### config.mk
export PLATFORM = sky130hd
export DESIGN_NAME = result_formatter
export DESIGN_NICKNAME = d
export VERILOG_FILES = /design/src/rtl/result_formatter.sv
export SDC_FILE = /design/constraint.sdc
export NUM_CORES = 1
export LEC_CHECK = 0
export CAP_MARGIN = 40
export CELL_PAD_IN_SITES_DETAIL_PLACEMENT = 0
export CELL_PAD_IN_SITES_GLOBAL_PLACEMENT = 1
export CORE_ASPECT_RATIO = 1.75
export CORE_UTILIZATION = 30
export CTS_BUF_LIST = sky130_fd_sc_hd__clkbuf_8 sky130_fd_sc_hd__clkbuf_16
export DETAILED_ROUTE_END_ITERATION = 8
export GPL_TIMING_DRIVEN = 1
export PLACE_DENSITY_LB_ADDON = 0.1
export SLEW_MARGIN = 20
export SYNTH_ARGS = -nofsm -noshare
export SYNTH_HDL_FRONTEND = slang
export SYNTH_SLANG_ARGS = --single-unit
### constraint.sdc
create_clock -name clk -period 4.1 [get_ports clk]
set_clock_uncertainty 0.15 [all_clocks]
set_input_delay 1.025 -clock clk [delete_from_list [all_inputs] [get_ports clk]]
set_output_delay 1.025 -clock clk [all_outputs]
set_load 0.05 [all_outputs]
### src/rtl/result_formatter.sv
// result_formatter: buffers signed 18-bit words in a FIFO and prints them as decimal ASCII text,
// space-separated with a newline every VALUES_PER_LINE values.
module result_formatter #(
  parameter int FIFO_DEPTH      = 4,
  parameter int VALUES_PER_LINE = 8
) (
  input  logic        clk,
  input  logic        rst,
  input  logic [17:0] read_data,
  input  logic        read_valid,
  output logic [7:0]  print_char,
  output logic        print_valid,
  input  logic        print_ready,
  output logic        overflow
);
  localparam int AW = $clog2(FIFO_DEPTH);
  typedef enum logic [2:0] {IDLE, LOAD, SIGN, DIV, EMIT, SEP} state_t;
  state_t      state;
  logic [17:0] mem [FIFO_DEPTH];
  logic [AW-1:0] wp, rp;
  logic [AW:0]   cnt;
  logic [17:0] value, mag, pw;
  logic [2:0]  idx;
  logic [3:0]  digit;
  logic        lz;
  logic [15:0] line;
  logic        full, push, pop, xfer, skip, last;
  always_comb begin
    full = cnt == (AW+1)'(FIFO_DEPTH);
    push = read_valid && !full;
    pop  = state == IDLE && cnt != '0;
    xfer = print_valid && print_ready;
    skip = digit == 4'd0 && lz && idx != 3'd0;
    last = line == 16'(VALUES_PER_LINE - 1);
    pw   = idx == 3'd5 ? 18'd100000 : idx == 3'd4 ? 18'd10000 : idx == 3'd3 ? 18'd1000 :
           idx == 3'd2 ? 18'd100 : idx == 3'd1 ? 18'd10 : 18'd1;
  end
  // a push against a full FIFO is dropped even if a pop happens in the same cycle
  always_ff @(posedge clk) begin
    if (rst) begin
      wp       <= '0;
      rp       <= '0;
      cnt      <= '0;
      overflow <= 1'b0;
    end else begin
      if (push) begin
        mem[wp] <= read_data;
        wp      <= wp + 1'b1;
      end
      if (pop) rp <= rp + 1'b1;
      cnt <= cnt + (AW+1)'(push) - (AW+1)'(pop);
      if (read_valid && full) overflow <= 1'b1;
    end
  end
  always_ff @(posedge clk) begin
    if (rst) begin
      state       <= IDLE;
      print_valid <= 1'b0;
      print_char  <= 8'h00;
      line        <= '0;
      digit       <= '0;
      value       <= '0;
      mag         <= '0;
      idx         <= '0;
      lz          <= 1'b0;
    end else begin
      case (state)
        IDLE: if (pop) begin
          value <= mem[rp];
          state <= LOAD;
        end
        LOAD: begin
          mag   <= value[17] ? -value : value;
          idx   <= 3'd5;
          lz    <= 1'b1;
          digit <= '0;
          if (value[17]) begin
            print_char  <= 8'h2D;
            print_valid <= 1'b1;
            state       <= SIGN;
          end else state <= DIV;
        end
        SIGN: if (xfer) begin
          print_valid <= 1'b0;
          state       <= DIV;
        end
        DIV: if (mag >= pw) begin
          mag   <= mag - pw;
          digit <= digit + 4'd1;
        end else begin
          state <= EMIT;
          if (!skip) begin
            print_char  <= 8'h30 + {4'd0, digit};
            print_valid <= 1'b1;
            lz          <= 1'b0;
          end
        end
        // an EMIT entered without a presented character is a suppressed leading zero
        EMIT: if (!print_valid) begin
          idx   <= idx - 3'd1;
          state <= DIV;
        end else if (xfer) begin
          digit <= '0;
          if (idx == 3'd0) begin
            print_char <= last ? 8'h0A : 8'h20;
            state      <= SEP;
          end else begin
            print_valid <= 1'b0;
            idx         <= idx - 3'd1;
            state       <= DIV;
          end
        end
        SEP: if (xfer) begin
          print_valid <= 1'b0;
          line        <= last ? '0 : line + 16'd1;
          state       <= IDLE;
        end
        default: state <= IDLE;
      endcase
    end
  end
endmodule
==> flow_metrics.tcl <==
set metrics [dict create \
    tightest_slew_ns 0.839 \
    cts_tree "built" \
    syn_inst 745 \
    p_sw_share_pct 41.5 \
    layout_common_cells "nand2_1, dfxtp_1, edfxtp_1" \
    synth-seq-cells 150 \
    yosysSeqAreaShare_pct 49.6 \
    drv_slew 0 \
    hp-class "reg2reg" \
    start_kind "flip-flop" \
    antenna_cells 0 \
    start_util_pct 30.5 \
    clock_power_share_pct 22.3 \
    vias_per_cell 5.02 \
    hold_violations 0 \
    insertion_delay_ns 0.44 \
    drt_iter0_markers 191 \
    htreeDepth 4 \
    placed_area_um2 8230 \
    clkTransAtPathRegs_ns 0.06 \
    reg2reg_from "idx[0]" \
    core_um2 24600 \
    switching_power_mw 3.05 \
    grt_pass1_vias 5765 \
    avgSynthCellArea_um2 10.1 \
    num_rows 76 \
    dieArea_um2 25700 \
    final_cell_area_um2 8850 \
    grt-ovfl-total 0 \
    ys_async_sr_fraction_pct 0 \
    vdd_drop_max_mv 0.391 \
    p_per_area_nw_per_um2 831 \
    p_comb_share_pct 49.7 \
    hold_start "print_char[3]" \
    wirelength_mm 19.6 \
    cts_sinks 150 \
    rrSetupSlack_ns 0.48 \
    reg2regPathDepth 15 \
    ant_nets 0 \
    arrival_ns 3.79 \
    dp_hpwl_mm 14.8 \
    portBuffers 29 \
    syn_to_final_growth_pct 18.0 \
    hold_depth 2 \
    grt_max_degree 35 \
    drv_cap 0 \
    mappedNetlistArea_um2 7500 \
    io_pins 32 \
    layout_commonest_cell "nand2_1" \
    ys_warn_count 0 \
    place.gp.congestion 0.819 \
    worst_ep_required_time_ns 4.27 \
    drc 0 \
    synth-edff-count 72 \
    grt_pass1_wl_mm 31.6 \
    synthFlopType "dfxtp_1" \
    rsz0062_at_grt "false" \
    wire_per_inst_um 17.7 \
    fin_crit_ns 3.62 \
    finalNetCount 836 \
    finalCritPeriodShare_pct 88.3 \
    grtUsageTotal_pct 16.9 \
    intPower_mw 4.31 \
    first_pass_iters 4 \
    reg2reg_to "mag[16]" \
    criticalPathCategory "reg2reg" \
    numCtsBuffers 17 \
    setup-tns-final_ns 0 \
    cts_root_buf "clkbuf_16" \
    fin_util_pct 36.0 \
    yosysUniqueCellTypes 58 \
    worstPathMaxFanout 18 \
    antenna_found_initial 0 \
    via_count 5566 \
    holdPathEnd "print_char[3]" \
    drive_above_1_share_pct 10.9 \
    setup_viol 0 \
    dieWidth_um 122 \
    outcome "completed" \
    cts_buffer_depth 2 \
    relSlewSlack_pct 44.0 \
    leakagePower_nw 3.20 \
    fill_cells 2514 \
    max_freq_mhz 276 \
    seqPwrFrac_pct 28.0 \
    endpoint_kind "flip-flop" \
    fp.dieH_um 211 \
]
==> power by group through the flow <==
stage               sequential (mW)  combinational, mW  clock, mW
global placement               2.10               3.67          0
floorplan                      2.06               2.54          0
global route                   2.10               4.07       1.75
CTS                            2.07               3.70       1.69
finish                         2.06               3.65       1.64
detailed placement             2.10               3.67          0
==> worst max-delay path by stage <==
stage,startpoint,to,slack (ns),depth (start not counted)
6_report,idx[0],mag[16],0.48,15
5_1_grt,idx[0],mag[16],0.11,15
4_1_cts,idx[0],mag[7],0.28,14
3_5_place_dp,idx[0],mag[7],0.32,14
3_3_place_gp,idx[0],mag[7],0.33,14
2_1_floorplan,idx[0],mag[10],0.82,15
==> cells by family (layout without fill, tap and decap cells) <==
| logic type | Yosys count | count (layout) | share of synthesized area (%) |
|---|---|---|---|
| AO/OA/AOI/OAI | 152 | 152 | 12.9 |
| XOR/XNOR | 46 | 46 | 5.37 |
| adder cells (fa/ha/maj) | 31 | 31 | 5.37 |
| buffers and inverters | 61 | 111 | 3.30 |
| flip-flops | 150 | 150 | 49.6 |
| multiplexers | 22 | 22 | 5.94 |
| other | 1 | 2 | 0.0500 |
| AND/OR/NAND/NOR | 282 | 282 | 17.4 |
==> final cells by class <==
cell class | count | area [um^2] | area share, %
Tap cell | 312 | 390 | 4.41
Clock inverter | 12 | 153 | 1.72
Clock buffer | 20 | 467 | 5.27
Multi-Input combinational cell | 535 | 3540 | 40.0
Inverter | 23 | 86.3 | 0.975
Sequential cell | 150 | 3720 | 42.1
Timing Repair Buffer | 56 | 495 | 5.60
==> cell usage after synthesis (4+ instances only) <==
cell type	number	area [um^2]
buf_4	4	30.0
nor3_1	23	115
nand3_1	15	75.1
mux4_2	18	405
clkbuf_1	29	109
xor2_1	26	228
and2_1	8	50.1
dfxtp_1	78	1560
a211oi_1	10	75.1
a21oi_1	54	270
o211ai_1	14	105
inv_1	22	82.6
nand3b_1	4	30.0
nor2b_1	10	62.6
nand2_1	108	405
nor2_1	69	259
or4_1	4	30.0
a31oi_1	11	68.8
edfxtp_1	72	2160
and3_1	8	50.1
a21o_1	6	45.0
nand2b_1	8	50.1
o21ai_0	17	85.1
or3_1	10	62.6
ha_1	29	363
o31ai_1	8	60.1
mux2i_1	4	40.0
o21ai_1	9	45.0
xnor2_1	20	175
nand4_1	5	31.3
==> layer usage <==
metal / vias to the layer above / part of all wire, % / routed length, um / global-route usage [%]
li1: 2756 / - / - / -
met1: 2675 / 36 / 7030 / 15.6
met2: 97 / 57 / 11300 / 33.2
met3: 38 / 2.6 / 502 / 3.43
met4: 0 / 4.2 / 832 / 9.32
met5: - / 0 / 0 / 0
==> state kept, by name (all words and copies together), names as in the netlist <==
register / count
cnt: 3
digit: 4
idx: 3
line: 16
lz: 1
mag: 18
mem: 72
overflow: 1
print_char: 6
print_valid: 1
rp: 2
state: 3
value: 18
wp: 2
==> worst max-delay path: stages, from the launching register on <==
cell and delay, ns:
dfxtp_1 0.35, inv_1 0.11, ha_1 0.23, o21ai_0 0.12, and3_1 0.20, ha_1 0.20
fa_1 0.40, nand2b_1 0.18, a211oi_1 0.30, o21a_1 0.25, o31ai_4 0.09, buf_4 0.19
a21o_1 0.15, buf_4 0.21, a211oi_1 0.27, nor3_1 0.08
==> metrics by stage <==
step / worst slack (ns) / power (mW) / instances / hold WS (ns)
CTS: 0.278 / 7.46 / 1108 / 0.315
finish: 0.480 / 7.36 / 1108 / 0.313
detailed placement: 0.320 / 5.77 / 1076 / 0.305
global placement: 0.335 / 5.77 / 1075 / 0.298
global route: 0.113 / 7.92 / 1108 / 0.335
floorplan: 0.817 / 4.60 / 746 / 0.282
==> what timing repair did <==
item | CTS | global route
setup buffers | 0 | 0
resized for setup | 0 | 1
hold buffers | 0 | 0
endpoints found under the setup margin | 0 | 10
(Power assumes the default switching activity.)
